<file path="src/rtl/instruction_fetch.sv">
// Multicycle instruction-fetch stage: owns the PC, reads instruction memory over req/ack,
// and presents the latched word to register fetch under valid/ready. Redirects may load a new PC.
module instruction_fetch #(
    parameter logic [31:0] RESET_PC = 32'h0000_0000
) (
    input  logic        clk,
    input  logic        rst_n,
    output logic        imem_req,
    output logic [31:0] imem_addr,
    input  logic        imem_ack,
    input  logic [31:0] imem_rdata,
    output logic        if_valid,
    input  logic        rf_ready,
    output logic [31:0] if_instruction,
    output logic [5:0]  if_opcode,
    output logic [5:0]  if_funct,
    output logic [31:0] if_pc,
    output logic [31:0] if_pc_plus4,
    input  logic        redirect,
    input  logic [31:0] redirect_pc,
    output logic        fault,
    output logic [31:0] fetch_count,
    output logic [1:0]  debug_state
);

    // Handshakes: a memory word transfers on an edge where imem_req && imem_ack;
    // an instruction transfers to register fetch on an edge where if_valid && rf_ready.
    typedef enum logic [1:0] {FETCH = 2'd0, HOLD = 2'd1, HALT = 2'd2} state_t;

    state_t      state, state_next;
    logic [31:0] pc, pc_next;
    logic        valid_next, fault_next;
    logic [31:0] instr_next, ipc_next, ipc4_next, count_next;

    assign imem_req    = (state == FETCH) && rst_n;
    assign imem_addr   = pc;
    assign if_opcode   = if_instruction[31:26];
    assign if_funct    = if_instruction[5:0];
    assign debug_state = state;

    always_comb begin
        state_next = state;
        pc_next    = pc;
        valid_next = if_valid;
        fault_next = fault;
        instr_next = if_instruction;
        ipc_next   = if_pc;
        ipc4_next  = if_pc_plus4;
        count_next = fetch_count;

        // A consumer handshake in the same cycle as a redirect still counts.
        if (state == HOLD && if_valid && rf_ready)
            count_next = fetch_count + 32'd1;

        case (state)
            FETCH, HOLD: begin
                if (redirect) begin
                    valid_next = 1'b0;
                    if (redirect_pc[1:0] == 2'b00) begin
                        pc_next    = redirect_pc;
                        state_next = FETCH;
                    end else begin
                        fault_next = 1'b1;
                        state_next = HALT;
                    end
                end else if (state == FETCH) begin
                    if (imem_ack) begin
                        instr_next = imem_rdata;
                        ipc_next   = pc;
                        ipc4_next  = pc + 32'd4;
                        valid_next = 1'b1;
                        pc_next    = pc + 32'd4;
                        state_next = HOLD;
                    end
                end else if (rf_ready) begin
                    valid_next = 1'b0;
                    state_next = FETCH;
                end
            end
            default: begin
                valid_next = 1'b0;
            end
        endcase
    end

    always_ff @(posedge clk) begin
        if (!rst_n) begin
            state          <= FETCH;
            pc             <= RESET_PC;
            if_valid       <= 1'b0;
            if_instruction <= 32'h0;
            if_pc          <= 32'h0;
            if_pc_plus4    <= 32'h0;
            fault          <= 1'b0;
            fetch_count    <= 32'h0;
        end else begin
            state          <= state_next;
            pc             <= pc_next;
            if_valid       <= valid_next;
            if_instruction <= instr_next;
            if_pc          <= ipc_next;
            if_pc_plus4    <= ipc4_next;
            fault          <= fault_next;
            fetch_count    <= count_next;
        end
    end

endmodule

</file>
<file path="config.mk">
export PLATFORM = sky130hd
export DESIGN_NAME = instruction_fetch
export DESIGN_NICKNAME = d
export VERILOG_FILES = /design/src/rtl/instruction_fetch.sv
export SDC_FILE = /design/constraint.sdc
export NUM_CORES = 1
export LEC_CHECK = 0
export BUFFER_PORTS_ARGS = -buffer_cell sky130_fd_sc_hd__buf_2
export CORE_MARGIN = 4
export CORE_UTILIZATION = 31
export CTS_CLUSTER_DIAMETER = 50
export CTS_CLUSTER_SIZE = 10
export DETAILED_ROUTE_END_ITERATION = 7
export MAX_ROUTING_LAYER = met4
export PLACE_DENSITY = 0.6
export SYNTH_ARGS = -nofsm -noshare
export SYNTH_HDL_FRONTEND = slang
export SYNTH_SLANG_ARGS = --single-unit
</file>
<file path="constraint.sdc">
create_clock -name clk -period 2.6 [get_ports clk]
set_input_delay 0.13 -clock clk [delete_from_list [all_inputs] [get_ports clk]]
set_output_delay 0.13 -clock clk [all_outputs]
set_load 0.05 [all_outputs]
</file>
After elaboration in Yosys (flattened, before gate mapping)
Cells that the tools add are included.
Widths: inputs -> output; s select.
Word-level totals
  bits in registers: 164
  input bits: 69
  output and inout bits: 177
Operators by class
  add/subtract/negate cells: 2
  eq/ne operators: 4
  multiplexer cells: 12
  bitwise operators: 4
  reduce and logical (&&, ||, !) cells: 16
Operators by type and width (count)
  $mux 32: 4
  $add 32x1->32 const B: 1
  $add 32x3->32 const B: 1
  $mux 2: 5
  $reduce_and 4->1: 2
  $reduce_and 3->1: 2
  $reduce_bool 2->1: 3
  $logic_not 2->1: 2
  $not 1->1: 4
  $logic_and 1x1->1: 3
  $mux 1: 3
  $ne 3x3->1 const B: 1
  $reduce_bool 3->1: 1
  $reduce_or 3->1: 1
  $eq 2x1->1 const B: 1
  $ne 2x1->1 const B: 1
  $ne 2x2->1 const B: 1
  $reduce_and 2->1: 1
  $reduce_or 2->1: 1

Depth between registers and ports, before layout
Gate-level depths: netlist (run 1).
  word-level depth: 4
  depth in mapped cells: 8
  gate-level depth less buffers: 6

Worst setup path before layout (run 1)
No wires, ideal clock.
  kind: reg2reg
  start: register state[0] (netlist: debug_state[0])
  end: register fetch_count[31]
  setup time: 0.070 ns
  data arrival time: 2.588 ns
  required time: 2.530 ns
  path slack: -0.058 ns
  stages on the path, launching flop included: 8
  buffers on the path: 2
  cell sequence: dfxtp_1 > nand4b_4 > or4_4 > buf_6 > or4_1 > buf_2 > or3_1 > a21oi_1
On the way
  cells in the longest elaborated chain, start to end: 3
Ends and longest elaborated chain
  start, declared: RTL line 30  | state_t state, state_next;
  start signal, assigned: RTL line 97  | state <= state_next;
  $eq 2x1->1: RTL line 52  | if (state == HOLD && if_valid && rf_ready)
  $logic_and 1x1->1 (2 in a row): RTL line 52
  end signal, assigned: RTL line 104  | fetch_count <= count_next;
  end, declared: RTL line 22  | output logic [31:0] fetch_count,
Every way passes these cells.
A chain may end at the register's enable or synchronous reset.

Worst setup path after layout (run 1)
  start: register state[1] (netlist: debug_state[1])
  end: register fetch_count[31]
The elaborated chain is that of the path after synthesis.

==> results of run 1 <==
state kept, by name, summed over array words and instances (netlist names):
name and count:
if_pc 32, if_instruction 32, if_valid 1, debug_state 2, if_pc_plus4 30, fetch_count 32
imem_addr 32, fault 1
through the flow:
stage	worst slack [ns]	utilization, %
6_report	0.288	42.1
4_1_cts	0.271	42.1
3_3_place_gp	0.303	37.9
3_5_place_dp	0.283	37.9
5_1_grt	0.137	42.1
2_1_floorplan	0.0172	-
worst paths after layout:
| kind | slack (ns) | endpoint | cells past startpoint | from |
|---|---|---|---|---|
| worst max-delay path | 0.29 | fetch_count[31] | 5 | debug_state[1] |
| worst min-delay path | 0.03 | imem_addr[13] | 3 | redirect_pc[13] |
| worst max register to register | 0.29 | fetch_count[31] | 5 | debug_state[1] |
| worst min register to register | 0.45 | if_instruction[11] | 2 | if_instruction[11] |
metal layers:
metal	track usage, %	up-vias
met1	25.8	3328
met4	5.79	0
met3	3.72	27
met5	-	-
met2	27.4	228
li1	-	3618
layout make-up:
type	instances	share of cell area (%)
repair buffers	301	18.6
clock inverters	14	1.62
well taps	313	4.08
inverters	10	0.417
clock buffers	18	4.58
multi-input cells	651	36.9
flip-flops and latches	162	33.8
cells in the final DEF, fill, tap and decap left out, types with 3 or more instances in the layout:
| cell | instances |
|---|---|
| buf_2 | 245 |
| nand2_1 | 170 |
| dfxtp_1 | 161 |
| a21oi_1 | 117 |
| nor2_1 | 64 |
| o21ai_0 | 46 |
| dlygate4sd3_1 | 37 |
| nand3_1 | 32 |
| nand4_1 | 32 |
| xnor2_1 | 24 |
| xor2_1 | 24 |
| and3_1 | 23 |
| clkbuf_16 | 17 |
| buf_4 | 15 |
| nor4_1 | 11 |
| nor3_1 | 10 |
| inv_1 | 8 |
| and2_1 | 8 |
| a211oi_1 | 7 |
| mux2i_1 | 7 |
| o22ai_1 | 7 |
| and4_1 | 6 |
| or3_1 | 5 |
| a22o_1 | 5 |
| a22oi_1 | 5 |
| inv_6 | 4 |
| clkinv_4 | 4 |
| buf_12 | 4 |
| a31oi_1 | 3 |
| nand3b_1 | 3 |
| o31ai_1 | 3 |
power groups by stage:
stage	clock [mW]	sequential, mW	combinational, mW
floorplan	0	3.00	0.339
global placement	0	2.71	0.890
detailed placement	0	2.72	0.893
CTS	2.64	2.66	0.940
global route	2.74	2.68	0.998
finish	2.57	2.66	0.935
worst min-delay path: stages:
cell	delay (ns)
buf_2	0.09
a21oi_1	0.06
o22ai_1	0.13
logic make-up after synthesis:
kind of cell             share of synthesized area [%]
AND/OR/NAND/NOR                                   25.3
AO/OA/AOI/OAI                                     16.5
flip-flops                                        45.0
buffers and inverters                             5.99
XOR/XNOR                                          5.84
multiplexers                                     0.973
adder cells (fa/ha/maj)                          0.347
==> summary.txt, run 1 <==
Global route
  • Vias in the first global route: 6,701
  • Total gr overflow: 0
  • Total GRT Usage: 18.6%
  • Initial antenna violation count: 0
  • First-pass GRT wire length: 37,900 µm
  • Largest net degree at the start of global routing: 92

Clocking
  • Hold-fix buffers, CTS: 37
  • CTS buffer count: 17
  • Post-CTS Resized: 0
  • Sink Count: 162
  • Clock-pin slew on the worst setup and hold paths: 0.07 ns
  • CTS tree: yes
  • Post-CTS setup buffers: 0
  • # H-tree levels: 4
  • Root Buffer: clkbuf_16
  • Clk buf depth: 2
  • Clk_lat worst skew: 0.43 ns

Timing
  • Max Slew Vio Count: 0
  • TNS Setup: 0 ns
  • Final setup violation count: 0
  • Fmax: 433 MHz
  • Min Tclk post-route: 2.31 ns
  • Relative slew slack: 36.7%
  • Unrepaired setup endpoints after global routing: no
  • Worst hold slack: 0.0300 ns
  • Final hold violations: 0
  • Worst Skew: 0.00875 ns
  • Final Cycle Share: 88.9%
  • Worst Max-Slew Pin Slew: 0.949 ns

Floorplan
  • Core area: 22,800 µm²
  • I/O Pins: 246
  • Die Y: 160 µm
  • # rows: 55
  • Die W: 160 µm
  • Die area: 25,700 µm²
  • Initial core utilization: 31.6%

Yosys
  • Post-synth cell types: 54
  • Netlist Area Pre-Place: 7200 µm²
  • Ys async rst share: 0%
  • Predominant post-synthesis flop cell: dfxtp_1
  • Leading area contributor after synthesis: dfxtp_1
  • Flops & latches, synth: 162
  • Post-synth top area share: 45.0%
  • Top cells by count, synth: nand2_1, dfxtp_1, a21oi_1
  • Register area share after synthesis: 45.0%
  • Mapped Cells: 906
  • Most frequent cell after synthesis: nand2_1
  • Avg Inst Size Synth: 7.95 µm²
  • Post-synth EDFFs: 0
  • Synth area leaders: dfxtp_1, nand2_1, a21oi_1
  • Synthesized Nets: 977
  • Yosys Warn Count: 0

Place
  • GP Congestion: 0.808
  • Buffers on Ports: 245
  • Final HPWL from detailed placement: 16,400 µm
  • Placed Cells: 1,400
  • DP Area: 8630 µm²

Critical path
  • Critical Path RT: 2.96 ns
  • Crit path kind: reg -> reg
  • Max incr delay on CP: 0.60 ns
  • CP endpoint kind: flop
  • CP Launch Type: flop
  • Slowest CP cell: or4_4
  • Worst EP arrival: 2.67 ns
  • CP Cell Sequence: nand4b_4 > or4_4 > or4_1 > or3_1 > a21oi_1
  • Worst path top cell family by delay: simple AND/OR/NAND/NOR gates
  • CP bufs+invs: 0
  • Worst-path fanout max: 10

Detailed routing
  • Routed vias: 7,201
  • Initial DRC count: 624
  • Routed wire length: 24,000 µm
  • Vias per cell: 4.90
  • Post-DRT Antenna Nets: 0
  • DRT Pass-1 Iters: 5
  • Wire length on met3: 1340 µm
  • DRC violation count after routing: 0
  • WL met2: 10,600 µm
  • Top Layer Used: met4
  • Routed WL per cell: 16.3 µm
  • Met1 WL: 11,500 µm

Power and ir drop
  • Sequential Power Share: 43.2%
  • Leak pwr: 4.06 nW
  • Combinational power share: 15.2%
  • NetSw: 1.87 mW
  • Switching share of total power: 30.3%
  • Clock power frac: 41.6%
  • Power Total: 6.16 mW
  • Peak VDD IR: 0.429 mV
  • Internal Pwr Total: 4.29 mW
  • Pwr/cell area: 642 nW/µm²

Finish
  • Layout fillers: 2,311
  • # diodes: 0
  • Share of cells above drive strength 1: 26.9%
  • Nets: 1,214
  • Register area: 3240 µm²
  • Multi-input gate area in the final layout: 3540 µm²
  • Layout overhead on the synthesized area: 33.3%
  • Final cell count without fillers: 1,469
  • Final Cell Area: 9600 µm²

Run
  • Max cap viols: 0

Run status
  • Status: completed

Hold path
  • HP Class: in -> reg
(Power assumes the default switching activity.)
==> run 2, diff against run 1 <==
--- a/config.mk
+++ b/config.mk
@@ -7,12 +7,12 @@
 export LEC_CHECK = 0
 export BUFFER_PORTS_ARGS = -buffer_cell sky130_fd_sc_hd__buf_2
 export CORE_MARGIN = 4
-export CORE_UTILIZATION = 31
+export CORE_UTILIZATION = 54
 export CTS_CLUSTER_DIAMETER = 50
 export CTS_CLUSTER_SIZE = 10
 export DETAILED_ROUTE_END_ITERATION = 7
 export MAX_ROUTING_LAYER = met4
-export PLACE_DENSITY = 0.6
+export PLACE_DENSITY = 0.85
 export SYNTH_ARGS = -nofsm -noshare
 export SYNTH_HDL_FRONTEND = slang
 export SYNTH_SLANG_ARGS = --single-unit
==> constraint.sdc (replaced) <==
create_clock -name clk -period 2.75 [get_ports clk]
set_input_delay 0.1375 -clock clk [delete_from_list [all_inputs] [get_ports clk]]
set_output_delay 0.1375 -clock clk [all_outputs]
set_load 0.05 [all_outputs]
==> summary.txt, run 2 (same netlist as run 1, synthesis figures left out) <==
Timing
  • Final Cycle Share: 86.4%
  • Worst Max-Slew Pin Slew: 0.883 ns
  • Fmax: 421 MHz
  • Unrepaired setup endpoints after global routing: no
  • Final hold violations: 0
  • Max Slew Vio Count: 0
  • Final setup violation count: 0
  • Relative slew slack: 41.1%
  • Min Tclk post-route: 2.38 ns
  • Fin worst setup slack: 0.373 ns
  • TNS Setup: 0 ns
  • Worst Skew: 0.00804 ns

Critical path
  • FF-to-FF Start: debug_state[0]
  • Worst EP arrival: 2.72 ns
  • Critical Path RT: 3.10 ns
  • Crit path launch: debug_state[0]
  • R2R depth: 5
  • CP Launch Type: flop
  • Flop-to-flop setup slack: 0.37 ns
  • Worst-path fanout max: 10
  • Worst setup path endpoint: fetch_count[31]
  • R2r endpoint: fetch_count[31]
  • Crit path kind: reg -> reg
  • CP endpoint kind: flop

Clocking
  • Clk buf depth: 2
  • Post-CTS setup buffers: 0
  • # H-tree levels: 4
  • Clock-pin slew on the worst setup and hold paths: 0.06 ns
  • CTS buffer count: 17
  • Root Buffer: clkbuf_16
  • Clk_lat worst skew: 0.42 ns
  • Sink Count: 162
  • CTS tree: yes
  • Post-CTS Resized: 0

Global route
  • First-pass GRT wire length: 35,000 µm
  • Busiest grt layer: met2
  • Total gr overflow: 0
  • Met2 GRT Util: 45.8%
  • Vias in the first global route: 6,921
  • Total GRT Usage: 29.8%
  • Initial antenna violation count: 1
  • Met1 usage: 37.6%
  • Grt met3 use: 6.04%
  • Largest net degree at the start of global routing: 100

Floorplan
  • Die area: 15,200 µm²
  • Die Y: 123 µm
  • Core area: 12,800 µm²
  • # rows: 41
  • I/O Pins: 246
  • Initial core utilization: 56.1%
  • Die W: 123 µm

Finish
  • Nets: 1,208
  • Layout overhead on the synthesized area: 28.9%
  • Most frequent cells in the layout: buf_2, nand2_1, dfxtp_1
  • Share of cells above drive strength 1: 26.0%
  • Layout fillers: 1,007
  • Commonest non-fill, non-tap cell in the layout: buf_2
  • Multi-input gate area in the final layout: 3530 µm²
  • Register area: 3240 µm²

Detailed routing
  • Routed wire length: 22,500 µm
  • Routed vias: 7,423
  • Initial DRC count: 670
  • Post-DRT Antenna Nets: 0
  • Routed WL per cell: 17.0 µm
  • Vias per cell: 5.62
  • DRT Pass-1 Iters: 7
  • DRC violation count after routing: 0

Place
  • Buffers on Ports: 245
  • GP Congestion: 0.882
  • Final HPWL from detailed placement: 14,600 µm
  • Pre-CTS setup slack: 0.403 ns

Run status
  • Status: completed

Power and ir drop
  • Peak VDD IR: 0.397 mV
  • Leak pwr: 3.99 nW
  • Pwr/cell area: 600 nW/µm²

Run
  • Max cap viols: 0

Hold path
  • HP Class: in -> reg
run 2: report_power, final:
group	internal [mW]	total, mW	switching, mW
logic	0.241	0.861	0.620
registers	2.43	2.53	0.0935
clock network	1.28	2.18	0.900
total	3.95	5.56	1.61
run 2: worst min path at each step:
stage / from / endpoint / slack, ns / cells after the start
floorplan: imem_rdata[0] / if_instruction[0] / 0.27 / 2
global route: redirect_pc[21] / imem_addr[21] / 0.02 / 3
global placement: imem_rdata[5] / if_instruction[5] / 0.38 / 3
CTS: redirect_pc[21] / imem_addr[21] / 0.001 / 3
finish: redirect_pc[21] / imem_addr[21] / 0.02 / 3
detailed placement: imem_rdata[1] / if_instruction[1] / 0.38 / 3
run 2: timing repair:
item,CTS,global route
endpoints found under the hold margin,36,0
hold buffers,36,0
setup endpoints to repair,0,0
run 2: cell type report:
type	count	area share, %
multi-input combinational	651	38.1
clock inverter	6	0.620
clock buffer	24	5.08
inverter	10	0.431
tap	172	2.32
timing repair buffer	295	18.5
antenna	1	0.0270
sequential	162	34.9
run 2: routing by layer:
metal,share of wire (%),vias to the layer above
met4,3.8,0
met1,41,3381
met2,47,368
li1,-,3603
met3,8.4,71
met5,0,-
run 2: worst max-delay path: stages (launching register included):
cell,delay (ns)
dfxtp_1,0.47
nand4b_4,0.17
or4_4,0.60
or4_1,0.53
or3_1,0.38
a21oi_1,0.14
run 2: metrics by stage:
step	hold WS (ns)	power [mW]	instances	area, µm²	util [%]
after floorplan	0.274	3.16	906	7200	-
after CTS	0.00115	5.57	1320	9280	72.3
after global routing	0.0195	5.76	1321	9280	72.4
after detailed placement	0.384	3.38	1254	8390	65.4
final	0.0216	5.56	1321	9280	72.4
after global placement	0.377	3.37	1254	8390	65.4
